<file path="src/rtl/sdram_pkg.sv">
// rtl/sdram_pkg.sv - shared SDRAM command codes, address constants and write-engine states
package sdram_pkg;

   // SDRAM commands as {CS_n, RAS_n, CAS_n, WE_n}
   localparam logic [3:0] CMD_NOP  = 4'b0111;
   localparam logic [3:0] CMD_PRE  = 4'b0010;
   localparam logic [3:0] CMD_AREF = 4'b0001;
   localparam logic [3:0] CMD_ACT  = 4'b0011;
   localparam logic [3:0] CMD_WR   = 4'b0100;

   // A10 selects precharge-all on PRE and must be low on WR (no auto-precharge)
   localparam int A10_BIT = 10;

   typedef enum logic [2:0] {
      ST_IDLE,
      ST_REQ,
      ST_ACT,
      ST_WR,
      ST_RECOV,
      ST_PRE
   } wr_state_t;

   // Where the engine goes once the precharge window has elapsed
   typedef enum logic [1:0] {
      EXIT_IDLE,
      EXIT_REQ,
      EXIT_ACT
   } wr_exit_t;

endpackage

</file>
<file path="src/rtl/sdram_wr_addr_gen.sv">
// rtl/sdram_wr_addr_gen.sv - bank/row/column/burst-count tracking for the write engine
module sdram_wr_addr_gen
   import sdram_pkg::*;
#(
   parameter int ROW_W  = 13,
   parameter int COL_W  = 9,
   parameter int BANK_W = 2,
   parameter int BL     = 4,
   parameter int LEN_W  = 16
) (
   input  logic              sclk,
   input  logic              reset,
   input  logic              load,
   input  logic [BANK_W-1:0] ld_bank,
   input  logic [ROW_W-1:0]  ld_row,
   input  logic [COL_W-1:0]  ld_col,
   input  logic [LEN_W-1:0]  ld_len,
   input  logic              step,
   output logic [BANK_W-1:0] bank,
   output logic [ROW_W-1:0]  row,
   output logic [COL_W-1:0]  col,
   output logic              col_wrap,
   output logic              last_burst
);

   logic [LEN_W-1:0] remaining;
   logic [COL_W:0]   col_sum;

   // One extra bit catches the column running off the end of the row
   assign col_sum    = {1'b0, col} + (COL_W+1)'(BL);
   assign col_wrap   = col_sum[COL_W];
   assign last_burst = (remaining == LEN_W'(1));

   // Load on trigger, advance one burst per step; row carries on column wrap and stays in bank
   always_ff @(posedge sclk or posedge reset) begin
      if (reset) begin
         bank      <= '0;
         row       <= '0;
         col       <= '0;
         remaining <= '0;
      end else if (load) begin
         bank      <= ld_bank;
         row       <= ld_row;
         col       <= ld_col;
         remaining <= ld_len;
      end else if (step) begin
         col       <= col_sum[COL_W-1:0];
         remaining <= remaining - LEN_W'(1);
         if (col_wrap) begin
            row <= row + ROW_W'(1);
         end
      end
   end

endmodule

</file>
<file path="src/rtl/sdram_wr_burst.sv">
// rtl/sdram_wr_burst.sv - multi-burst SDRAM write engine with row crossing and refresh yield
module sdram_wr_burst
   import sdram_pkg::*;
#(
   parameter int DATA_W = 16,
   parameter int ROW_W  = 13,
   parameter int COL_W  = 9,
   parameter int BANK_W = 2,
   parameter int BL     = 4,
   parameter int LEN_W  = 16,
   parameter int T_RCD  = 3,
   parameter int T_RP   = 3,
   parameter int T_WR   = 2
) (
   input  logic              sclk,
   input  logic              reset,
   input  logic              wr_trig,
   input  logic [BANK_W-1:0] wr_bank,
   input  logic [ROW_W-1:0]  wr_row,
   input  logic [COL_W-1:0]  wr_col,
   input  logic [LEN_W-1:0]  wr_len,
   input  logic              wr_en,
   input  logic              ref_req,
   output logic              wr_req,
   output logic              flag_wr_end,
   output logic              wr_done,
   output logic              busy,
   output logic              fifo_rd,
   input  logic [DATA_W-1:0] fifo_data,
   output logic [3:0]        wr_cmd,
   output logic [ROW_W-1:0]  wr_addr,
   output logic [BANK_W-1:0] bank_addr,
   output logic [DATA_W-1:0] wr_data
);

   // Terminal values of the shared cycle counter in each timed state
   localparam logic [7:0] CNT_RCD  = 8'(T_RCD);
   localparam logic [7:0] CNT_BEAT = 8'(BL - 1);
   localparam logic [7:0] CNT_WR   = 8'((T_WR > 0) ? (T_WR - 1) : 0);
   localparam logic [7:0] CNT_RP   = 8'(T_RP);

   wr_state_t state, state_nxt;
   wr_exit_t  exit_sel, exit_nxt;
   logic [7:0] cnt, cnt_nxt;

   logic              ag_load, ag_step;
   logic [BANK_W-1:0] ag_bank;
   logic [ROW_W-1:0]  ag_row;
   logic [COL_W-1:0]  ag_col;
   logic              col_wrap, last_burst;

   logic [3:0]        cmd_nxt;
   logic [ROW_W-1:0]  addr_nxt;
   logic [BANK_W-1:0] bank_nxt;
   logic [DATA_W-1:0] data_nxt;
   logic [ROW_W-1:0]  col_addr, pre_addr;

   sdram_wr_addr_gen #(
      .ROW_W  (ROW_W),
      .COL_W  (COL_W),
      .BANK_W (BANK_W),
      .BL     (BL),
      .LEN_W  (LEN_W)
   ) u_addr_gen (
      .sclk       (sclk),
      .reset      (reset),
      .load       (ag_load),
      .ld_bank    (wr_bank),
      .ld_row     (wr_row),
      .ld_col     (wr_col),
      .ld_len     (wr_len),
      .step       (ag_step),
      .bank       (ag_bank),
      .row        (ag_row),
      .col        (ag_col),
      .col_wrap   (col_wrap),
      .last_burst (last_burst)
   );

   // Column address with A10 forced low, precharge address with only A10 set
   always_comb begin
      col_addr              = '0;
      col_addr[COL_W-1:0]   = ag_col;
      col_addr[A10_BIT]     = 1'b0;
      pre_addr              = '0;
      pre_addr[A10_BIT]     = 1'b1;
   end

   // Status and strobes decode straight from the registered state
   assign wr_req      = (state == ST_REQ);
   assign busy        = (state != ST_IDLE);
   assign fifo_rd     = (state == ST_WR);
   assign flag_wr_end = (state == ST_PRE) && (cnt == CNT_RP) && (exit_sel != EXIT_ACT);
   assign wr_done     = (state == ST_PRE) && (cnt == CNT_RP) && (exit_sel == EXIT_IDLE);

   // State, counter and registered bus outputs
   always_ff @(posedge sclk or posedge reset) begin
      if (reset) begin
         state     <= ST_IDLE;
         exit_sel  <= EXIT_IDLE;
         cnt       <= '0;
         wr_cmd    <= CMD_NOP;
         wr_addr   <= '0;
         bank_addr <= '0;
         wr_data   <= '0;
      end else begin
         state     <= state_nxt;
         exit_sel  <= exit_nxt;
         cnt       <= cnt_nxt;
         wr_cmd    <= cmd_nxt;
         wr_addr   <= addr_nxt;
         bank_addr <= bank_nxt;
         wr_data   <= data_nxt;
      end
   end

   // Next state, counter and the command/address/data to present next cycle
   always_comb begin
      state_nxt = state;
      exit_nxt  = exit_sel;
      cnt_nxt   = cnt;
      ag_load   = 1'b0;
      ag_step   = 1'b0;
      cmd_nxt   = CMD_NOP;
      addr_nxt  = wr_addr;
      bank_nxt  = bank_addr;
      data_nxt  = wr_data;

      case (state)
         ST_IDLE: begin
            if (wr_trig && (wr_len != '0)) begin
               ag_load   = 1'b1;
               cnt_nxt   = '0;
               state_nxt = ST_REQ;
            end
         end

         ST_REQ: begin
            if (wr_en) begin
               cnt_nxt   = '0;
               state_nxt = ST_ACT;
            end
         end

         ST_ACT: begin
            if (cnt == '0) begin
               cmd_nxt  = CMD_ACT;
               addr_nxt = ag_row;
               bank_nxt = ag_bank;
            end
            if (cnt == CNT_RCD) begin
               cnt_nxt   = '0;
               state_nxt = ST_WR;
            end else begin
               cnt_nxt = cnt + 8'd1;
            end
         end

         ST_WR: begin
            data_nxt = fifo_data;
            if (cnt == '0) begin
               cmd_nxt  = CMD_WR;
               addr_nxt = col_addr;
               bank_nxt = ag_bank;
            end
            if (cnt == CNT_BEAT) begin
               // Burst boundary: completion beats refresh, refresh beats row crossing
               ag_step = 1'b1;
               cnt_nxt = '0;
               if (last_burst) begin
                  exit_nxt  = EXIT_IDLE;
                  state_nxt = ST_RECOV;
               end else if (ref_req) begin
                  exit_nxt  = EXIT_REQ;
                  state_nxt = ST_RECOV;
               end else if (col_wrap) begin
                  exit_nxt  = EXIT_ACT;
                  state_nxt = ST_RECOV;
               end
            end else begin
               cnt_nxt = cnt + 8'd1;
            end
         end

         ST_RECOV: begin
            if (cnt == CNT_WR) begin
               cnt_nxt   = '0;
               state_nxt = ST_PRE;
            end else begin
               cnt_nxt = cnt + 8'd1;
            end
         end

         ST_PRE: begin
            if (cnt == '0) begin
               cmd_nxt  = CMD_PRE;
               addr_nxt = pre_addr;
            end
            if (cnt == CNT_RP) begin
               cnt_nxt = '0;
               case (exit_sel)
                  EXIT_REQ: state_nxt = ST_REQ;
                  EXIT_ACT: state_nxt = ST_ACT;
                  default:  state_nxt = ST_IDLE;
               endcase
            end else begin
               cnt_nxt = cnt + 8'd1;
            end
         end

         default: begin
            state_nxt = ST_IDLE;
         end
      endcase
   end

endmodule

</file>
<file path="config.mk">
export PLATFORM = sky130hd
export DESIGN_NAME = sdram_wr_burst
export DESIGN_NICKNAME = d
export VERILOG_FILES = /design/src/rtl/sdram_pkg.sv /design/src/rtl/sdram_wr_addr_gen.sv /design/src/rtl/sdram_wr_burst.sv
export SDC_FILE = /design/constraint.sdc
export NUM_CORES = 1
export LEC_CHECK = 0
export BUFFER_PORTS_ARGS = -buffer_cell sky130_fd_sc_hd__buf_2
export CORE_UTILIZATION = 55
export DETAILED_ROUTE_END_ITERATION = 7
export PLACE_DENSITY = 0.79
export SLEW_MARGIN = 20
export SYNTH_ARGS = -nofsm -noshare
export SYNTH_HDL_FRONTEND = slang
export SYNTH_SLANG_ARGS = --single-unit
</file>
<file path="constraint.sdc">
create_clock -name sclk -period 3.7 [get_ports sclk]
set_input_delay 0.37 -clock sclk [delete_from_list [all_inputs] [get_ports sclk]]
set_output_delay 0.37 -clock sclk [all_outputs]
set_load 0.02 [all_outputs]
</file>
Word level (Yosys, flattened, before mapping)

Index checks and enable logic that the tools add are counted.

Register bits after elaboration: 88
Logic and storage cells: 96
Input port bits: 61
Output and inout bits: 40

Reductions and logical operators: 22
$add $sub $neg: 4
Eq/ne operators: 21
Mux-type cells: 38

Operators by type and width:

| kind                    | count |
|---|---|
| $mux W13                | 6 |
| $pmux W13 S3            | 1 |
| $mux W3                 | 11 |
| $mux W16                | 2 |
| $mux W8                 | 4 |
| $pmux W8 S4             | 1 |
| $mux W9                 | 2 |
| $pmux W3 S6             | 1 |
| $eq A16 B1 Y1 const B   | 1 |
| $reduce_bool A16 Y1     | 1 |
| $sub A16 B1 Y16 const B | 1 |
| $add A13 B1 Y13 const B | 1 |
| $ne A2 B2 Y1 const B    | 6 |
| $add A9 B3 Y10 const B  | 1 |
| $pmux W3 S3             | 1 |
| $reduce_bool A3 Y1      | 3 |
| $add A8 B1 Y8 const B   | 1 |
| $eq A8 B1 Y1 const B    | 1 |
| $eq A8 B2 Y1 const B    | 1 |
| $logic_not A8 Y1        | 1 |
| $mux W2                 | 4 |
| $ne A2 B1 Y1 const B    | 4 |
| $reduce_and A7 Y1       | 1 |
| $eq A3 B2 Y1 const B    | 2 |
| other kinds (17)        | 27 |

Logic depth before layout (Yosys ltp)

Gate-level depths: netlist (run 1).

Depth after elaboration: 6
Gate-level depth with buffers: 8
Gate-level depth less buffers: 7

Modules after synthesis

Synthesis (run 1) repeated with hierarchy kept, for this count alone.

Cell total of the unflattened synthesis: 495
Area total of the unflattened synthesis: 4541.9 µm²

Modules (own cells, without submodules):

| module            | seq. area each (µm²) | cells each | times used | area each (µm²) |
|---|---|---|---|---|
| sdram_wr_addr_gen | 1001.0               | 239        | 1          | 2277.2 |
| sdram_wr_burst    | 1179.9               | 256        | 1          | 2264.7 |

Least setup slack after synthesis (run 1)

OpenSTA, ideal clock, no wires.

Path type: register to register
Start: register cnt[0]
End: register u_addr_gen.row[4]
Library setup time: 0.126 ns
Buffers on the path: 0
Arrival time: 2.213 ns
Stages on the path, launching flop included: 7
Setup slack: 1.361 ns
Data required time: 3.574 ns
Clock period less this slack: 2.339 ns
Cells stage by stage: dfrtp_1 > ha_1 > or3b_2 > nor3_4 > a22oi_1 > a21o_1 > a221o_1

Longest elaborated chain between the ends: 5

RTL lines:

| element                             | RTL line                | RTL |
|---|---|---|
| from (decl)                         | sdram_wr_burst.sv:44    | `logic [7:0] cnt, cnt_nxt;` |
| from (signal assigned)              | sdram_wr_burst.sv:109   | `cnt <= cnt_nxt;` |
| $eq A8 B2 Y1                        | sdram_wr_burst.sv:166   | `if (cnt == CNT_BEAT) begin` |
| $mux W1                             | sdram_wr_burst.sv:166   |  |
| $mux W1                             | sdram_wr_burst.sv:129   | `case (state)` |
| $reduce_bool A2 Y1 (no source line) | -                       |  |
| $reduce_and A2 Y1 (no source line)  | -                       |  |
| to (signal assigned)                | sdram_wr_addr_gen.sv:43 | `row <= ld_row;` |
| to (signal assigned)                | sdram_wr_addr_gen.sv:50 | `row <= row + ROW_W'(1);` |
| to (decl)                           | sdram_wr_addr_gen.sv:20 | `output logic [ROW_W-1:0] row,` |

No other way between the ends.
A chain may end at the register's enable or synchronous reset.

Worst setup path after layout (run 1)

Same ends and word-level chain as after synthesis.

==> results.md, run 1 <==
- Layout cells sized above 1: 23.2%
- PortBufs: 99
- Drt pass-1 iters: 5
- YS warnings: 0
- Multi-input logic area: 0.00218 mm2
- Top FF cell, synth: dfrtp_1
- Synth top area share: 46.4%
- Asr flop ratio synth: 100%
- Initial Utilization: 57.7%
- WL final: 11400 um
- Final-report hold violation count: 0
- GPL Wtd Cong: 0.946
- Antenna violations before repair: 0
- Fmax: 0.362 GHz
- Hold crit path type: input pin to async pin
- Via count: 4204
- Slew at the pin closest to its max-slew limit: 0.846 ns
- Final critical-path required period: 2.76 ns
- Final Non-Filler Cells: 714
- Post-Syn Instances: 513
- Hold buffers post-CTS: 0
- Register Area: 0.00218 mm2
- First-pass GRT wire length: 18800 um
- R2R cell count: 6
- Crit Path Class: flop to flop
- Setup crit start kind: flop
- Synthesized area per cell: 8.83 um2
- CTS root buffer: clkbuf_8
- Post-synthesis cell area: 0.00453 mm2
- CTS tree: yes
- Nets: 675
- Post-route cell area: 0.00529 mm2
- N_diodes: 0
- DRC viols: 0
- Post-route ant nets: 0
- Die X: 92.7 um
- Peak supply drop: 0.000362 V
- Most area-consuming cells after synthesis: dfrtp_1 (46%), nand2_1 (10%), o21ai_0 (4.0%)
- Post-synth EDFFs: 0
- Clock Tree Buf Depth: 2
- Commonest cells after routing, fill and taps aside: nand2_1 (125), buf_2 (99), dfrtp_1 (84)
- Clock skew: 0.0173 ns
- Status: finished clean
- Dpl hpwl: 8050 um
- Clock slew at reported path FFs: 0.10 ns
- Slew HR: 43.4%
- Largest area contributor in the netlist: dfrtp_1
- Drt wl/cell: 15.9 um
- Max Fanout on Critical Path: 10
- Total gr overflow: 0
- # rows: 32
- Synth Net Count: 581
- Worst EP arrival: 3.01 ns
- Yosys reg bits: 87
- Commonest non-fill, non-tap cell in the layout: nand2_1
- Post-CTS Setup Repair Bufs: 0
- Setup-failing EPs final: 0
- Worst Path Required: 3.94 ns
- Area Overhead vs Synth: 16.8%
- Slew Limit Fails: 0
- Vias per cell: 5.89
- Final setup TNS: 0 ns
- Drt initial violations: 303
- Die Ht: 92.7 um
- Layout fillers: 670
- Final worst-path cycle share: 74.7%
- Sink Count: 87
- Pwr Density: 827 mW/mm2
- H-tree levels: 3
- CTS resizes: 0
- Synth cell types: 58
- Die area: 0.00860 mm2
- Leakage: 2.52 nW
- Clock Latency Late Sink: 0.37 ns
- Max Cap Viol: 0
- GRT Overall Usage: 27.9%
- Largest net degree at the start of global routing: 60
- Post-synthesis sequential area ratio: 48.1%
- # IOs: 101
- CP Capture Type: flop
- Placed cell count: 698
- DP Area: 0.00510 mm2
- Core area: 0.00785 mm2
- Total CTS buffers: 9
- RSZ-0062 raised after global routing: no
- Vias in the first global route: 3812
## cells by family after synthesis
| kind of cell | after synthesis | share of synthesized area [%] |
|---|---|---|
| DFF | 87 | 48.1 |
| AOI/OAI and AO/OA | 116 | 17.0 |
| muxes | 5 | 1.19 |
| and+or+nand+nor | 250 | 26.9 |
| buffers and inverters | 42 | 3.81 |
| xor gates and xnor gates | 5 | 0.967 |
| adders and majority gates | 7 | 1.93 |
| other | 1 | 0.0828 |
## worst max-delay path, stage by stage, from the launching register on
cell and delay, ns:
dfrtp_1 0.42, ha_1 0.29, or3b_2 0.53, nor3_4 0.49, a22oi_1 0.37, a21o_1 0.25, a221o_1 0.29
## per-layer routing
metal | up-vias | routed length [um] | track usage (%)
met5 | - | 0 | 0
met4 | 0 | 197 | 9.23
met3 | 15 | 810 | 5.34
met2 | 188 | 5160 | 43.6
met1 | 1976 | 5190 | 39.3
li1 | 2025 | - | -
## where the power goes
group,internal (W),switching [W]
registers,0.00138,0.000408
clock network,0.000260,0.000381
logic,0.000712,0.00124
total,0.00235,0.00203
## layout make-up
type                       instances  share of cell area (%)
clock buffer                       9                    2.34
clock inverter                     7                    1.18
sequential                        87                    41.2
multi-input combinational        384                    41.1
tap                              102                    2.41
inverter                          19                    1.37
timing repair buffer             106                    10.4
## cell usage after synthesis (6+ instances only)
cell type and count:
ha_1 7, and3_1 10, a22oi_1 12, nor2_1 25
nand4_1 7, nand3_1 17, nor4_1 10, or4_1 7
nor3_1 16, dfrtp_1 84, nand2_1 125, inv_1 19
a21oi_1 16, o21ai_0 36, or3_1 6, o211ai_1 12
clkbuf_1 17
## flip-flops by register name, summed over array words and instances, names as in the netlist
| name | flops |
|---|---|
| cnt | 8 |
| u_addr_gen.row | 13 |
| wr_cmd | 3 |
| u_addr_gen.bank | 2 |
| wr_addr | 13 |
| state | 3 |
| u_addr_gen.remaining | 16 |
| bank_addr | 2 |
| exit_sel | 2 |
| u_addr_gen.col | 9 |
| wr_data | 16 |
## stage by stage
| stage | utilization, % | hold slack, ns | setup slack [ns] | power (W) |
|---|---|---|---|---|
| 6_report | 67.4 | 0.00825 | 0.936 | 0.00437 |
| 5_1_grt | 67.4 | 0.0385 | 0.778 | 0.00474 |
| 3_5_place_dp | 65.1 | 0.416 | 0.986 | 0.00374 |
| 2_1_floorplan | - | 0.442 | 1.08 | 0.00311 |
| 3_3_place_gp | 65.1 | 0.409 | 1.09 | 0.00365 |
| 4_1_cts | 67.4 | 0.0244 | 0.962 | 0.00437 |
## worst paths after layout
check | from | to | slack (ns)
max | cnt[0]$_DFFE_PP0P_ | u_addr_gen.row[4]$_DFFE_PP0P_ | 0.94
min | reset | wr_data[10]$_DFFE_PP0P_ | 0.008
max reg2reg | cnt[0]$_DFFE_PP0P_ | u_addr_gen.row[4]$_DFFE_PP0P_ | 0.94
min reg2reg | wr_data[0]$_DFFE_PP0P_ | wr_data[0]$_DFFE_PP0P_ | 0.48
max in group asynchronous | reset | u_addr_gen.row[12]$_DFFE_PP0P_ | 2.59
min in group sclk | fifo_data[1] | wr_data[1]$_DFFE_PP0P_ | 0.19
(Power assumes the default switching activity.)
==> run 2, diff against run 1 <==
--- a/config.mk
+++ b/config.mk
@@ -6,9 +6,9 @@
 export NUM_CORES = 1
 export LEC_CHECK = 0
 export BUFFER_PORTS_ARGS = -buffer_cell sky130_fd_sc_hd__buf_2
-export CORE_UTILIZATION = 55
+export CORE_UTILIZATION = 54
 export DETAILED_ROUTE_END_ITERATION = 7
-export PLACE_DENSITY = 0.79
+export PLACE_DENSITY = 0.78
 export SLEW_MARGIN = 20
 export SYNTH_ARGS = -nofsm -noshare
 export SYNTH_HDL_FRONTEND = slang
==> constraint.sdc (replaced) <==
create_clock -name sclk -period 2.79 [get_ports sclk]
set_input_delay 0.279 -clock sclk [delete_from_list [all_inputs] [get_ports sclk]]
set_output_delay 0.279 -clock sclk [all_outputs]
set_load 0.02 [all_outputs]
==> run 2 against run 1 <==
Compared with the run above:
- global-route usage decreased by 0.18 points
- register-to-register slack got worse by 0.78 ns
- die area grew 1.8%
- count of clock-buffer cells in the layout stayed put
- critical path depth unchanged
- sequential cell count did not move
- utilization shrank 1.0 points
- critical path type unchanged
- critical endpoint unchanged
- largest cell class unchanged
==> results.md, run 2 (synthesis gave the netlist of run 1 again) <==
- Layout fillers: 703
- Total gr overflow: 0
- Worst EP arrival: 2.88 ns
- Max Cap Viol: 0
- Setup crit start kind: flop
- Slew at the pin closest to its max-slew limit: 0.682 ns
- CTS root buffer: clkbuf_8
- CP Capture Type: flop
- Sink Count: 87
- GRT Overall Usage: 27.7%
- First-pass GRT wire length: 18900 um
- N_diodes: 0
- RSZ-0062 raised after global routing: no
- Vias per cell: 5.92
- Total CTS buffers: 9
- PnR worst setup slack: 0.155 ns
- Clock slew at reported path FFs: 0.10 ns
- Die X: 93.6 um
- DP Area: 0.00521 mm2
- Final-report hold violation count: 0
- Drt wl/cell: 15.9 um
- Post-route cell area: 0.00543 mm2
- Crit Path Class: flop to flop
- Initial Utilization: 55.4%
- DRC viols: 0
- Commonest cells after routing, fill and taps aside: nand2_1 (125), buf_2 (99), dfrtp_1 (84)
- PortBufs: 99
- Clock skew: 0.0118 ns
- Commonest non-fill, non-tap cell in the layout: nand2_1
- Clock Latency Late Sink: 0.36 ns
- Slew HR: 54.5%
- CTS tree: yes
- Setup-failing EPs final: 0
- GPL Wtd Cong: 0.882
- # IOs: 101
- Core area: 0.00818 mm2
- Regs by FF count: u_addr_gen.remaining: 16 flops, wr_data: 16 flops
- Dpl hpwl: 8480 um
- WL final: 11600 um
- Post-route ant nets: 0
- Critical path's largest stage delay: 0.53 ns
- Die area: 0.00876 mm2
- Slew Limit Fails: 0
- Antenna violations before repair: 0
- Clock Tree Buf Depth: 2
- Pwr Density: 1100 mW/mm2
- # rows: 33
- Drt pass-1 iters: 5
- Final setup TNS: 0 ns
- Tightest hold margin: 0.108 ns
- Worst slack, placed: 0.172 ns
- Final worst-path cycle share: 94.4%
- Hold crit path type: input pin to flop
- Worst Path Required: 3.04 ns
- H-tree levels: 3
- Die Ht: 93.6 um
- Final critical-path required period: 2.63 ns
- Area Overhead vs Synth: 19.9%
- Leakage: 2.60 nW
- Via count: 4322
- Fmax: 0.380 GHz
- Vias in the first global route: 3929
- Status: finished clean
- Max Fanout on Critical Path: 9
- Drt initial violations: 279
- Peak supply drop: 0.000468 V
- Nets: 688
- Crit-path cells: ha_1 > or3b_2 > nor3_4 > a22oi_1 > a21o_1 > a221o_1
- Largest net degree at the start of global routing: 54
- Slowest cell on the critical path: or3b_2
- Layout cells sized above 1: 24.6%
[run 2: changes by cell type in the layout (fill, tap and decap cells not counted), sizes merged]
cell	change
buf	+12
bufinv	+1
clkinv	-1
clkinvlp	-1
dlygate4sd3	+1
inv	+1
[run 2: routing by layer]
layer	global-route usage, %	vias to the layer above	wire, um
met1	38.0	2052	4900
met2	45.4	206	5530
li1	-	2052	-
met5	0	-	0
met4	8.85	0	174
met3	4.39	12	975
[run 2: critical path, delay by kind of cell, from the launching register on]
family,cells,cell delay [ns]
AND/OR/NAND/NOR,2,0.98
AO/OA/AOI/OAI,3,0.85
flip-flops,1,0.43
adder cells (fa/ha/maj),1,0.26
[run 2: where the power goes]
group | internal (W) | total [W] | switching [W]
Clock | 0.000437 | 0.000952 | 0.000515
Combinational | 0.00100 | 0.00267 | 0.00167
Sequential | 0.00182 | 0.00234 | 0.000519
[run 2: area by class of cell]
class | instances | area (um2) | area share, %
sequential | 87 | 2180 | 40.2
inverter | 19 | 72.6 | 1.34
tap | 105 | 131 | 2.42
timing repair buffer | 119 | 661 | 12.2
clock inverter | 7 | 85.1 | 1.57
multi-input combinational | 384 | 2180 | 40.1
clock buffer | 9 | 124 | 2.28
[run 2: per-stage QoR]
stage          instances  util (%)  total power (W)
2_1_floorplan        513         -          0.00413
3_3_place_gp         713      63.7          0.00490
3_5_place_dp         713      63.7          0.00502
4_1_cts              730      66.4          0.00596
5_1_grt              730      66.4          0.00642
6_report             730      66.4          0.00597
[run 2: path summary, 6_finish.rpt]
check	cells after the start	from	endpoint	slack, ns
max	6	cnt[0]$_DFFE_PP0P_	u_addr_gen.row[4]$_DFFE_PP0P_	0.16
min	3	fifo_data[0]	wr_data[0]$_DFFE_PP0P_	0.11
max reg2reg	6	cnt[0]$_DFFE_PP0P_	u_addr_gen.row[4]$_DFFE_PP0P_	0.16
min reg2reg	2	wr_data[11]$_DFFE_PP0P_	wr_data[11]$_DFFE_PP0P_	0.48
max in group asynchronous	4	reset	wr_cmd[1]$_DFF_PP1_	1.54
min in group asynchronous	3	reset	u_addr_gen.remaining[4]$_DFFE_PP0P_	0.53
[run 2: what timing repair did]
action / in CTS / in global routing
resized for setup: 0 / 0
hold buffers: 1 / 0
endpoints found under the hold margin: 34 / 0
setup buffers: 0 / 0
